`config.mk`:
```
export PLATFORM = sky130hd
export DESIGN_NAME = bru_bpu_update_flat
export DESIGN_NICKNAME = d
export VERILOG_FILES = /design/src/rtl/bru_bpu_update_pkg.sv /design/src/rtl/bru_bpu_update_if.sv /design/src/rtl/bpu_upd_fifo.sv /design/src/rtl/bru_bpu_update.sv /design/src/flat_wrapper.sv
export SDC_FILE = /design/constraint.sdc
export NUM_CORES = 1
export LEC_CHECK = 0
export BUFFER_PORTS_ARGS = -buffer_cell sky130_fd_sc_hd__buf_2
export CAP_MARGIN = 30
export CORE_MARGIN = 5
export CORE_UTILIZATION = 50
export CTS_CLUSTER_SIZE = 30
export DETAILED_ROUTE_END_ITERATION = 8
export PLACE_DENSITY_LB_ADDON = 0.08
export RECOVER_POWER = 25
export SLEW_MARGIN = 20
export SYNTH_ARGS = -nofsm -noshare
export SYNTH_HDL_FRONTEND = slang
export SYNTH_HIERARCHICAL = 1
export SYNTH_SLANG_ARGS = --single-unit
```
`constraint.sdc`:
```
create_clock -name clk -period 6.6 [get_ports clk]
set_input_delay 0.33 -clock clk [delete_from_list [all_inputs] [get_ports clk]]
set_output_delay 0.33 -clock clk [all_outputs]
set_load 0.05 [all_outputs]
```
`src/rtl/bru_bpu_update_pkg.sv`:
```
// bru_bpu_update_pkg: shared branch-type enum, update-queue entry and widths
package bru_bpu_update_pkg;
    localparam int PC_W = 64;
    typedef enum logic [2:0] {BT_NONE, BT_BR, BT_JAL, BT_JALR, BT_CALL, BT_RET} br_type_e;
    typedef struct packed {
        logic [PC_W-1:0] pc;
        br_type_e        typ;
        logic [PC_W-1:0] target;
        logic            taken;
    } upd_entry_t;
endpackage

```
`src/rtl/bru_bpu_update_if.sv`:
```
// bru_bpu_update_if: execute-side resolve bus, BTB update bus and fetch redirect
interface bru_bpu_update_if;
    import bru_bpu_update_pkg::*;
    logic            ex_vld;
    logic            ex_ready;
    logic [PC_W-1:0] ex_pc;
    br_type_e        ex_type;
    logic            ex_taken;
    logic [PC_W-1:0] ex_target;
    logic            ex_pred_hit;
    logic            ex_pred_taken;
    logic [PC_W-1:0] ex_pred_pc;
    logic            alu_bpu_wr_req;
    logic            bpu_alu_wr_ready;
    logic [PC_W-1:0] alu_bpu_wr_pc;
    br_type_e        alu_bpu_wr_type;
    logic [PC_W-1:0] alu_bpu_wr_predict_pc;
    logic            alu_bpu_wr_predict_taken;
    logic            alu_bpu_jump_en;
    logic [PC_W-1:0] alu_ifu_redirect_pc;
    modport slave (
        input  ex_vld, ex_pc, ex_type, ex_taken, ex_target, ex_pred_hit, ex_pred_taken, ex_pred_pc,
        input  bpu_alu_wr_ready,
        output ex_ready, alu_bpu_wr_req, alu_bpu_wr_pc, alu_bpu_wr_type, alu_bpu_wr_predict_pc,
        output alu_bpu_wr_predict_taken, alu_bpu_jump_en, alu_ifu_redirect_pc
    );
    modport master (
        output ex_vld, ex_pc, ex_type, ex_taken, ex_target, ex_pred_hit, ex_pred_taken, ex_pred_pc,
        output bpu_alu_wr_ready,
        input  ex_ready, alu_bpu_wr_req, alu_bpu_wr_pc, alu_bpu_wr_type, alu_bpu_wr_predict_pc,
        input  alu_bpu_wr_predict_taken, alu_bpu_jump_en, alu_ifu_redirect_pc
    );
endinterface

```
`src/rtl/bpu_upd_fifo.sv`:
```
// bpu_upd_fifo: valid/ready FIFO of BTB update entries, zero payload when empty
module bpu_upd_fifo
    import bru_bpu_update_pkg::*;
#(
    parameter int DEPTH = 4
) (
    input  logic       clk,
    input  logic       rstn,
    input  logic       in_vld,
    output logic       in_ready,
    input  upd_entry_t in_data,
    output logic       out_vld,
    input  logic       out_ready,
    output upd_entry_t out_data
);
    localparam int AW = $clog2(DEPTH);
    localparam logic [AW:0] FULL = DEPTH[AW:0];
    upd_entry_t    mem [DEPTH];
    logic [AW-1:0] wr_ptr, rd_ptr;
    logic [AW:0]   cnt;
    logic          push, pop;
    assign in_ready = cnt < FULL;
    assign out_vld  = cnt != '0;
    assign push     = in_vld & in_ready;
    assign pop      = out_vld & out_ready;
    assign out_data = out_vld ? mem[rd_ptr] : '0;
    // pointers wrap naturally at the power-of-two depth; count tracks occupancy
    always_ff @(posedge clk or negedge rstn) begin
        if (!rstn) begin
            wr_ptr <= '0;
            rd_ptr <= '0;
            cnt    <= '0;
        end else begin
            if (push) wr_ptr <= wr_ptr + 1'b1;
            if (pop) rd_ptr <= rd_ptr + 1'b1;
            if (push & ~pop) cnt <= cnt + 1'b1;
            else if (pop & ~push) cnt <= cnt - 1'b1;
        end
    end
    // storage needs no reset: reads are masked while empty
    always_ff @(posedge clk) begin
        if (push) mem[wr_ptr] <= in_data;
    end
endmodule

```
`src/rtl/bru_bpu_update.sv`:
```
// bru_bpu_update: resolves branches, flushes on mispredict and queues BTB updates
module bru_bpu_update
    import bru_bpu_update_pkg::*;
#(
    parameter int FIFO_DEPTH = 4,
    parameter int CNT_W      = 32
) (
    input  logic             clk,
    input  logic             rstn,
    bru_bpu_update_if.slave  bus,
    output logic [CNT_W-1:0] perf_br_cnt,
    output logic [CNT_W-1:0] perf_mispred_cnt
);
    logic            live, is_br, enq, mis, jump_q;
    logic [PC_W-1:0] seq_pc, actual_npc, pred_npc, redirect_q;
    upd_entry_t      head;
    assign seq_pc     = bus.ex_pc + 64'd4;
    assign actual_npc = bus.ex_taken ? bus.ex_target : seq_pc;
    assign pred_npc   = (bus.ex_pred_hit & bus.ex_pred_taken) ? bus.ex_pred_pc : seq_pc;
    // transfers arriving while the flush pulse is out are wrong-path and dropped
    assign live  = bus.ex_vld & bus.ex_ready & ~jump_q;
    assign is_br = bus.ex_type != BT_NONE;
    assign enq   = live & is_br;
    assign mis   = enq & (actual_npc != pred_npc);
    bpu_upd_fifo #(.DEPTH(FIFO_DEPTH)) u_fifo (
        .clk      (clk),
        .rstn     (rstn),
        .in_vld   (enq),
        .in_ready (bus.ex_ready),
        .in_data  ('{pc: bus.ex_pc, typ: bus.ex_type, target: bus.ex_target, taken: bus.ex_taken}),
        .out_vld  (bus.alu_bpu_wr_req),
        .out_ready(bus.bpu_alu_wr_ready),
        .out_data (head)
    );
    assign bus.alu_bpu_wr_pc            = head.pc;
    assign bus.alu_bpu_wr_type          = head.typ;
    assign bus.alu_bpu_wr_predict_pc    = head.target;
    assign bus.alu_bpu_wr_predict_taken = head.taken;
    assign bus.alu_bpu_jump_en          = jump_q;
    assign bus.alu_ifu_redirect_pc      = redirect_q;
    // one-cycle flush pulse; redirect PC held at zero outside the pulse
    always_ff @(posedge clk or negedge rstn) begin
        if (!rstn) begin
            jump_q     <= 1'b0;
            redirect_q <= '0;
        end else begin
            jump_q     <= mis;
            redirect_q <= mis ? actual_npc : '0;
        end
    end
    // saturating branch and mispredict counters
    always_ff @(posedge clk or negedge rstn) begin
        if (!rstn) begin
            perf_br_cnt      <= '0;
            perf_mispred_cnt <= '0;
        end else begin
            if (enq && !(&perf_br_cnt)) perf_br_cnt <= perf_br_cnt + 1'b1;
            if (mis && !(&perf_mispred_cnt)) perf_mispred_cnt <= perf_mispred_cnt + 1'b1;
        end
    end
endmodule

```
`src/flat_wrapper.sv`:
```
// flat-port wrapper written by rule: the top's interface ports become plain ports
module bru_bpu_update_flat import bru_bpu_update_pkg::*;
#(
    parameter int FIFO_DEPTH = 4,
    parameter int CNT_W      = 32
)
  (clk, rstn, perf_br_cnt, perf_mispred_cnt, bus_ex_vld, bus_ex_pc, bus_ex_type, bus_ex_taken, bus_ex_target, bus_ex_pred_hit, bus_ex_pred_taken, bus_ex_pred_pc, bus_bpu_alu_wr_ready, bus_ex_ready, bus_alu_bpu_wr_req, bus_alu_bpu_wr_pc, bus_alu_bpu_wr_type, bus_alu_bpu_wr_predict_pc, bus_alu_bpu_wr_predict_taken, bus_alu_bpu_jump_en, bus_alu_ifu_redirect_pc);
  bru_bpu_update_if bus_i ();
  input  logic clk;
  input  logic rstn;
  output logic [CNT_W-1:0] perf_br_cnt;
  output logic [CNT_W-1:0] perf_mispred_cnt;
  input wire logic [$bits(bus_i.ex_vld)-1:0] bus_ex_vld;
  input wire logic [$bits(bus_i.ex_pc)-1:0] bus_ex_pc;
  input wire logic [$bits(bus_i.ex_type)-1:0] bus_ex_type;
  input wire logic [$bits(bus_i.ex_taken)-1:0] bus_ex_taken;
  input wire logic [$bits(bus_i.ex_target)-1:0] bus_ex_target;
  input wire logic [$bits(bus_i.ex_pred_hit)-1:0] bus_ex_pred_hit;
  input wire logic [$bits(bus_i.ex_pred_taken)-1:0] bus_ex_pred_taken;
  input wire logic [$bits(bus_i.ex_pred_pc)-1:0] bus_ex_pred_pc;
  input wire logic [$bits(bus_i.bpu_alu_wr_ready)-1:0] bus_bpu_alu_wr_ready;
  output wire logic [$bits(bus_i.ex_ready)-1:0] bus_ex_ready;
  output wire logic [$bits(bus_i.alu_bpu_wr_req)-1:0] bus_alu_bpu_wr_req;
  output wire logic [$bits(bus_i.alu_bpu_wr_pc)-1:0] bus_alu_bpu_wr_pc;
  output wire logic [$bits(bus_i.alu_bpu_wr_type)-1:0] bus_alu_bpu_wr_type;
  output wire logic [$bits(bus_i.alu_bpu_wr_predict_pc)-1:0] bus_alu_bpu_wr_predict_pc;
  output wire logic [$bits(bus_i.alu_bpu_wr_predict_taken)-1:0] bus_alu_bpu_wr_predict_taken;
  output wire logic [$bits(bus_i.alu_bpu_jump_en)-1:0] bus_alu_bpu_jump_en;
  output wire logic [$bits(bus_i.alu_ifu_redirect_pc)-1:0] bus_alu_ifu_redirect_pc;
  assign bus_i.ex_vld = bus_ex_vld;
  assign bus_i.ex_pc = bus_ex_pc;
  assign bus_i.ex_type = bus_ex_type;
  assign bus_i.ex_taken = bus_ex_taken;
  assign bus_i.ex_target = bus_ex_target;
  assign bus_i.ex_pred_hit = bus_ex_pred_hit;
  assign bus_i.ex_pred_taken = bus_ex_pred_taken;
  assign bus_i.ex_pred_pc = bus_ex_pred_pc;
  assign bus_i.bpu_alu_wr_ready = bus_bpu_alu_wr_ready;
  assign bus_ex_ready = bus_i.ex_ready;
  assign bus_alu_bpu_wr_req = bus_i.alu_bpu_wr_req;
  assign bus_alu_bpu_wr_pc = bus_i.alu_bpu_wr_pc;
  assign bus_alu_bpu_wr_type = bus_i.alu_bpu_wr_type;
  assign bus_alu_bpu_wr_predict_pc = bus_i.alu_bpu_wr_predict_pc;
  assign bus_alu_bpu_wr_predict_taken = bus_i.alu_bpu_wr_predict_taken;
  assign bus_alu_bpu_jump_en = bus_i.alu_bpu_jump_en;
  assign bus_alu_ifu_redirect_pc = bus_i.alu_ifu_redirect_pc;
  bru_bpu_update #(.FIFO_DEPTH(FIFO_DEPTH), .CNT_W(CNT_W)) u_core (.clk(clk), .rstn(rstn), .bus(bus_i), .perf_br_cnt(perf_br_cnt), .perf_mispred_cnt(perf_mispred_cnt));
endmodule
```
Yosys cells after proc, flatten, opt, wreduce, memory -nomap -nowiden
Memory sizes are Yosys's and may differ from the RTL's. Index checks and enable logic that the tools add are counted.

Bits in registers: 136. RAM bits: 528. Input bits: 202. Output and inout port bits: 263. Word-level logic and storage cells: 46. Memories: 1.

Add/sub/neg operators: 7. $lt $le $gt $ge: 1. Eq/ne operators: 1. Mux-type cells: 8. Bitwise gates (word level): 12. Reductions and logical operators: 9.

Memory list: u_core.u_fifo.mem (words 4, width 132, rd ports 1, clocked after Yosys merged registers in 0, wr ports 1, line bpu_upd_fifo.sv:18) `upd_entry_t mem [DEPTH];`.

Operator list (number): 64-bit 2-to-1 mux (3); 132-bit 2-to-1 mux (1); 32-bit by 1-bit adder with 32-bit output, second input constant (2); 64-bit by 3-bit adder with 64-bit output, second input constant (1); 64-bit inequality test (1); 32-bit AND reduction (2); 1-bit bitwise AND (9); 3-bit 2-to-1 mux (2); 3-bit nonzero test (2); 2-bit by 1-bit adder with 2-bit output, second input constant (2); 3-bit by 1-bit adder with 3-bit output, second input constant (1); 3-bit < comparator, second input constant (1); 1-bit NOT (3); 3-bit by 1-bit subtractor with 3-bit output, second input constant (1); 1-bit logical AND (2); 1-bit zero test (2); 1-bit 2-to-1 mux (2); 2-bit nonzero test (1).

Longest topological paths before layout
Depth in word-level cells: 9. Depth in mapped cells: 17. Mapped depth without buffers: 14.

Hierarchy
The synthesis kept the hierarchy.

By module, submodules not included: bpu_upd_fifo (times used 1, cells an instance 873, area each 20303.2 um2, sequential area each 16030.4 um2); bru_bpu_update (times used 1, cells an instance 1329, area each 11055.6 um2, sequential area each 3228.1 um2).

Worst setup path before layout
OpenSTA, ideal clock, no wires.

Path type: flip-flop to flip-flop. Start point: register u_core.u_fifo.cnt[2]. End point: memory u_core/u_fifo/mem[0][0] in the netlist's numbering, enable pin. Setup time: 507 ps. Arrival: 4569 ps. Data required time: 6093 ps. Slack: 1525 ps. Stages on the path, launching flop included: 7. Buffers on the path: 1. Period minus slack after synthesis: 5075 ps. Cell sequence: dfrtp_1 > inv_1 > nand2_1 > nor3_1 > nor2b_1 > clkbuf_1 > and2_1.

Word-level cells in the longest chain between the ends: 7.

RTL lines: start, declared (line bpu_upd_fifo.sv:20) `logic [AW:0] cnt;`; start signal, assigned (line bpu_upd_fifo.sv:36) `if (push & ~pop) cnt <= cnt + 1'b1;`; start signal, assigned (line bpu_upd_fifo.sv:37) `else if (pop & ~push) cnt <= cnt - 1'b1;`; 3-bit < comparator (line bpu_upd_fifo.sv:22) `assign in_ready = cnt < FULL;`; named net bus_ex_ready (line flat_wrapper.sv:22) `output wire logic [$bits(bus_i.ex_ready)-1:0] bus_ex_ready;`; 1-bit bitwise AND (2 in a row) (line bru_bpu_update.sv:21) `assign live = bus.ex_vld & bus.ex_ready & ~jump_q;`; 1-bit bitwise AND (line bru_bpu_update.sv:23) `assign enq = live & is_br;`; named net u_core.enq (line bru_bpu_update.sv:14) `logic live, is_br, enq, mis, jump_q;`; 1-bit bitwise AND (line bpu_upd_fifo.sv:24) `assign push = in_vld & in_ready;`; named net u_core.u_fifo.push (line bpu_upd_fifo.sv:21) `logic push, pop;`; 1-bit 2-to-1 mux (line bpu_upd_fifo.sv:42) `if (push) mem[wr_ptr] <= in_data;`; 1-bit 2-to-1 mux (implied by the code) (line bpu_upd_fifo.sv:42); end, declared (line bpu_upd_fifo.sv:18).

The timed path passes the listed nets, and every way through them passes these cells.

Worst setup path in the final report
Start point: input port bus_ex_pc[6]. End point: register u_core.redirect_q[59], in the netlist u_core/bus.alu_ifu_redirect_pc[59].

Word-level cells in the longest chain between the ends: 5. Elaborated cells on any way between the ends: 6. Classes of those cells: 1 x add/sub; 1 x eq/ne; 3 x mux; 1 x bitwise.

RTL lines: start, declared (line flat_wrapper.sv:14) `input wire logic [$bits(bus_i.ex_pc)-1:0] bus_ex_pc;`; 64-bit by 3-bit adder with 64-bit output (*) (line bru_bpu_update.sv:17) `assign seq_pc = bus.ex_pc + 64'd4;`; 64-bit 2-to-1 mux, on equally long branches (line bru_bpu_update.sv:18, bru_bpu_update.sv:19); 64-bit inequality test (line bru_bpu_update.sv:24) `assign mis = enq & (actual_npc != pred_npc);`; 1-bit bitwise AND (line bru_bpu_update.sv:24); 64-bit 2-to-1 mux (*) (line bru_bpu_update.sv:48) `redirect_q <= mis ? actual_npc : '0;`; end signal, assigned (line bru_bpu_update.sv:48); end, declared (line bru_bpu_update.sv:15) `logic [PC_W-1:0] seq_pc, actual_npc, pred_npc, redirect_q;`.

Every way passes the cells marked *; elsewhere a longest branch is shown, timed or not. A chain may end at the register's enable or synchronous reset.

==> metrics.md <==
| Metric | Value |
|---|---|
| Final Hold Viols | `0` |
| CTS root buf | `clkbuf_16` |
| Mux cell area share after synthesis | `10.2%` |
| Adder-cell share of the synthesized area | `0.383%` |
| Count leader, synth | `edfxtp_1` |
| Area share of xor/xnor cells in the synthesized design | `7.57%` |
| Initial antenna violation count | `31` |
| Die X | `260 microns` |
| Minimum clock period | `5.38 ns` |
| Wirelength per Cell | `29.7 microns` |
| Main combinational cell family by area after synthesis | `simple AND/OR/NAND/NOR gates` |
| Port bufs | `464` |
| Distinct cells, synth | `90` |
| Post CTS Setup Buffer Count | `0` |
| Outcome | `finished, final reports clean` |
| Gr usage total | `30.8%` |
| Die Ht | `260 microns` |
| Area Overhead vs Synth | `17.4%` |
| Layout cells sized above 1 | `24.7%` |
| Avg Inst Size Synth | `14.2 sq um` |
| Type of the worst setup path | `in2reg` |
| Seq/Total Area, Yosys | `61.4%` |
| Syn_nets | `2413` |
| Asr flop ratio synth | `20.5%` |
| Yosys warnings | `6` |
| Fmax | `0.186 GHz` |
| Final worst path period share | `81.6%` |
| Final std cells w/o fill | `3574` |
| Synth Area in Compound Gates | `4.38%` |
| Net count of the finished layout | `2877` |
| Overall power | `14.9 mW` |
| Largest net degree at the start of global routing | `133` |
| CP Max Fanout | `60` |
| Max VDD drop | `0.320 mV` |
| Main flop type after synthesis | `edfxtp_1` |
| Clock tree buffer depth | `3` |
| Worst-Skew Late Latency | `0.61 ns` |
| Relative max-transition margin | `31.2%` |
| Pwr per Cell Area | `406 nW/um^2` |
| Post-synth top area cell | `edfxtp_1` |
| P_leak | `13.5 nW` |
| Worst Setup End Kind | `flop` |
| Max-Cap Viols | `0` |
| Post-synth EDFFs | `528` |
| Hold-fix buffers, CTS | `23` |
| Area contributors post-synth | `edfxtp_1, dfrtp_1, mux4_2` |
| CTS resizes | `0` |
| Total negative setup slack | `0 ns` |
| RSZ-0062 raised after global routing | `no` |
| Grt total ovfl | `0` |
| Post-synth top area share | `50.6%` |
| Placer Congestion | `0.996` |
| Drt total wl | `106000 microns` |
| H-tree depth | `3` |
| Ports | `465` |
| DR iter-0 viols | `2135` |
| Detail Route Antenna Nets | `0` |
| Remaining DRCs | `0` |
| Seq cells post-synth | `664` |
| CTS tree | `done` |
| Worst-Margin Slew | `1.03 ns` |
| Layout Skew | `0.0211 ns` |
| Final setup viols | `0` |
| DP HPWL | `77400 microns` |
| Inserted Clock Buffers | `71` |
| Drt via density | `6.05` |
| Via count | `21635` |
| Global-route wire length before repair | `152000 microns` |
| CP Data Arrival Time | `5.86 ns` |
| Synthesized cell area | `31400 sq um` |
| Drt first pass iters | `6` |
| Area of the die | `67800 sq um` |
| Clock transition at path regs | `0.06 ns` |
| Number of global-route vias before repair | `21730` |
| Core Area | `61900 sq um` |
| Crit path launch type | `input port` |
| Post-Synth Simple-Gate Area | `13.8%` |
| Inst Count DP | `3405` |
| Cells after synthesis | `2202` |
| Worst Hold Class | `in2reg` |
| Starting Density | `50.6%` |
| Synth top cells by count | `edfxtp_1, nor2_1, and2_1, xnor2_1, dfrtp_1` |
| Row cnt | `91` |
| Clock sinks | `664` |
| Slew Limit Fails | `0` |
| Worst EP required | `7.08 ns` |
logic make-up after synthesis:
| family | count (synthesis) |
|---|---|
| buffers and inverters | 150 |
| XOR/XNOR | 264 |
| multiplexers | 152 |
| AND/OR/NAND/NOR | 761 |
| flip-flops | 664 |
| adder cells (fa/ha/maj) | 9 |
| AO/OA/AOI/OAI | 202 |
state kept, by name, summed over array words and instances (netlist names):
signal / count
u_core/bus.alu_bpu_jump_en: 1
u_core/bus.alu_ifu_redirect_pc: 64
u_core/perf_br_cnt: 32
u_core/perf_mispred_cnt: 32
u_core/u_fifo/cnt: 3
u_core/u_fifo/mem: 528
u_core/u_fifo/rd_ptr: 2
u_core/u_fifo/wr_ptr: 2
path summary, 6_finish.rpt:
kind | from | endpoint | slack (ns) | cells past startpoint
max reg2reg | u_core/u_fifo/cnt[2]$_DFFE_PN0P_ | u_core/u_fifo/mem[0][13]$_DFFE_PP_ | 3.18 | 6
max | bus_ex_pc[6] | u_core/bus.alu_ifu_redirect_pc[59]$_DFF_PN0_ | 1.22 | 13
min | bus_ex_target[57] | u_core/u_fifo/mem[1][58]$_DFFE_PP_ | 0.12 | 1
max in group asynchronous | rstn | u_core/perf_br_cnt[3]$_DFFE_PN0P_ | 5.27 | 3
min in group asynchronous | rstn | u_core/perf_mispred_cnt[21]$_DFFE_PN0P_ | 0.26 | 2
min reg2reg | u_core/perf_mispred_cnt[29]$_DFFE_PN0P_ | u_core/perf_mispred_cnt[29]$_DFFE_PN0P_ | 0.49 | 1
critical path, stage by stage:
cell and delay [ns]:
clkbuf_1 0.55, nand2_1 0.58, nor4_4 0.95, nand4_1 0.21
xor2_1 0.30, o22ai_1 0.14, a2111oi_0 0.69, nand4_1 0.21
nor4_1 0.45, nand4_1 0.32, o21ai_4 0.60, buf_12 0.36
nor2_1 0.11
layer usage:
metal  routed length (microns)  vias up  track usage [%]
met4                      3050       28             8.97
met3                      9420      176             8.33
li1                          -     9343                -
met2                     49600      967             47.9
met1                     44000    11121             43.1
met5                       199        -                0
cell usage in the layout, fill, tap and decap left out, drive strengths merged, types with 5 or more instances in the layout:
cell type / n
buf: 391
nand3b: 5
dfrtp: 136
a2111oi: 5
diode: 18
dlygate4sd3: 23
inv: 28
a21oi: 57
or3: 13
mux4: 132
o21ai: 33
mux2: 5
xnor2: 142
o31ai: 10
xor2: 120
nor2: 152
nand3: 66
clkinv: 15
edfxtp: 528
nand4: 73
o41ai: 6
or2: 5
nor2b: 14
nor4: 54
and2: 147
ha: 8
nand2: 81
mux2i: 15
a31oi: 13
nor3b: 13
nand2b: 15
a211oi: 18
and4: 20
nor3: 57
and3: 34
or4: 5
clkbuf: 202
through the flow:
step                instance area (sq um)  utilization (%)  worst slack [ns]  hold WS, ns
global route                        36800             59.4              1.13        0.112
global placement                    34300             55.4              1.45        0.472
detailed placement                  34400             55.5              1.34        0.477
finish                              36800             59.5              1.22        0.116
CTS                                 36900             59.5              1.98      0.00104
floorplan                           31400                -              1.52       0.0344
power breakdown:
| part | internal [mW] | switching [mW] | leakage, nW | total (mW) |
|---|---|---|---|---|
| Sequential | 4.90 | 0.239 | 6.57 | 5.14 |
| Clock | 2.25 | 1.62 | 1.08 | 3.87 |
| Combinational | 1.76 | 4.17 | 5.84 | 5.93 |
cell type report:
class                           instances  area [sq um]
Tap cell                              837          1050
Fill cell                            5061         25100
Clock inverter                         25           270
Sequential cell                       664         19300
Antenna cell                           18          45.0
Multi-Input combinational cell       1388         11400
Clock buffer                          101          1970
Timing Repair Buffer                  516          2740
Inverter                               25          93.8
Note: power is estimated with default switching activity, not from simulation.
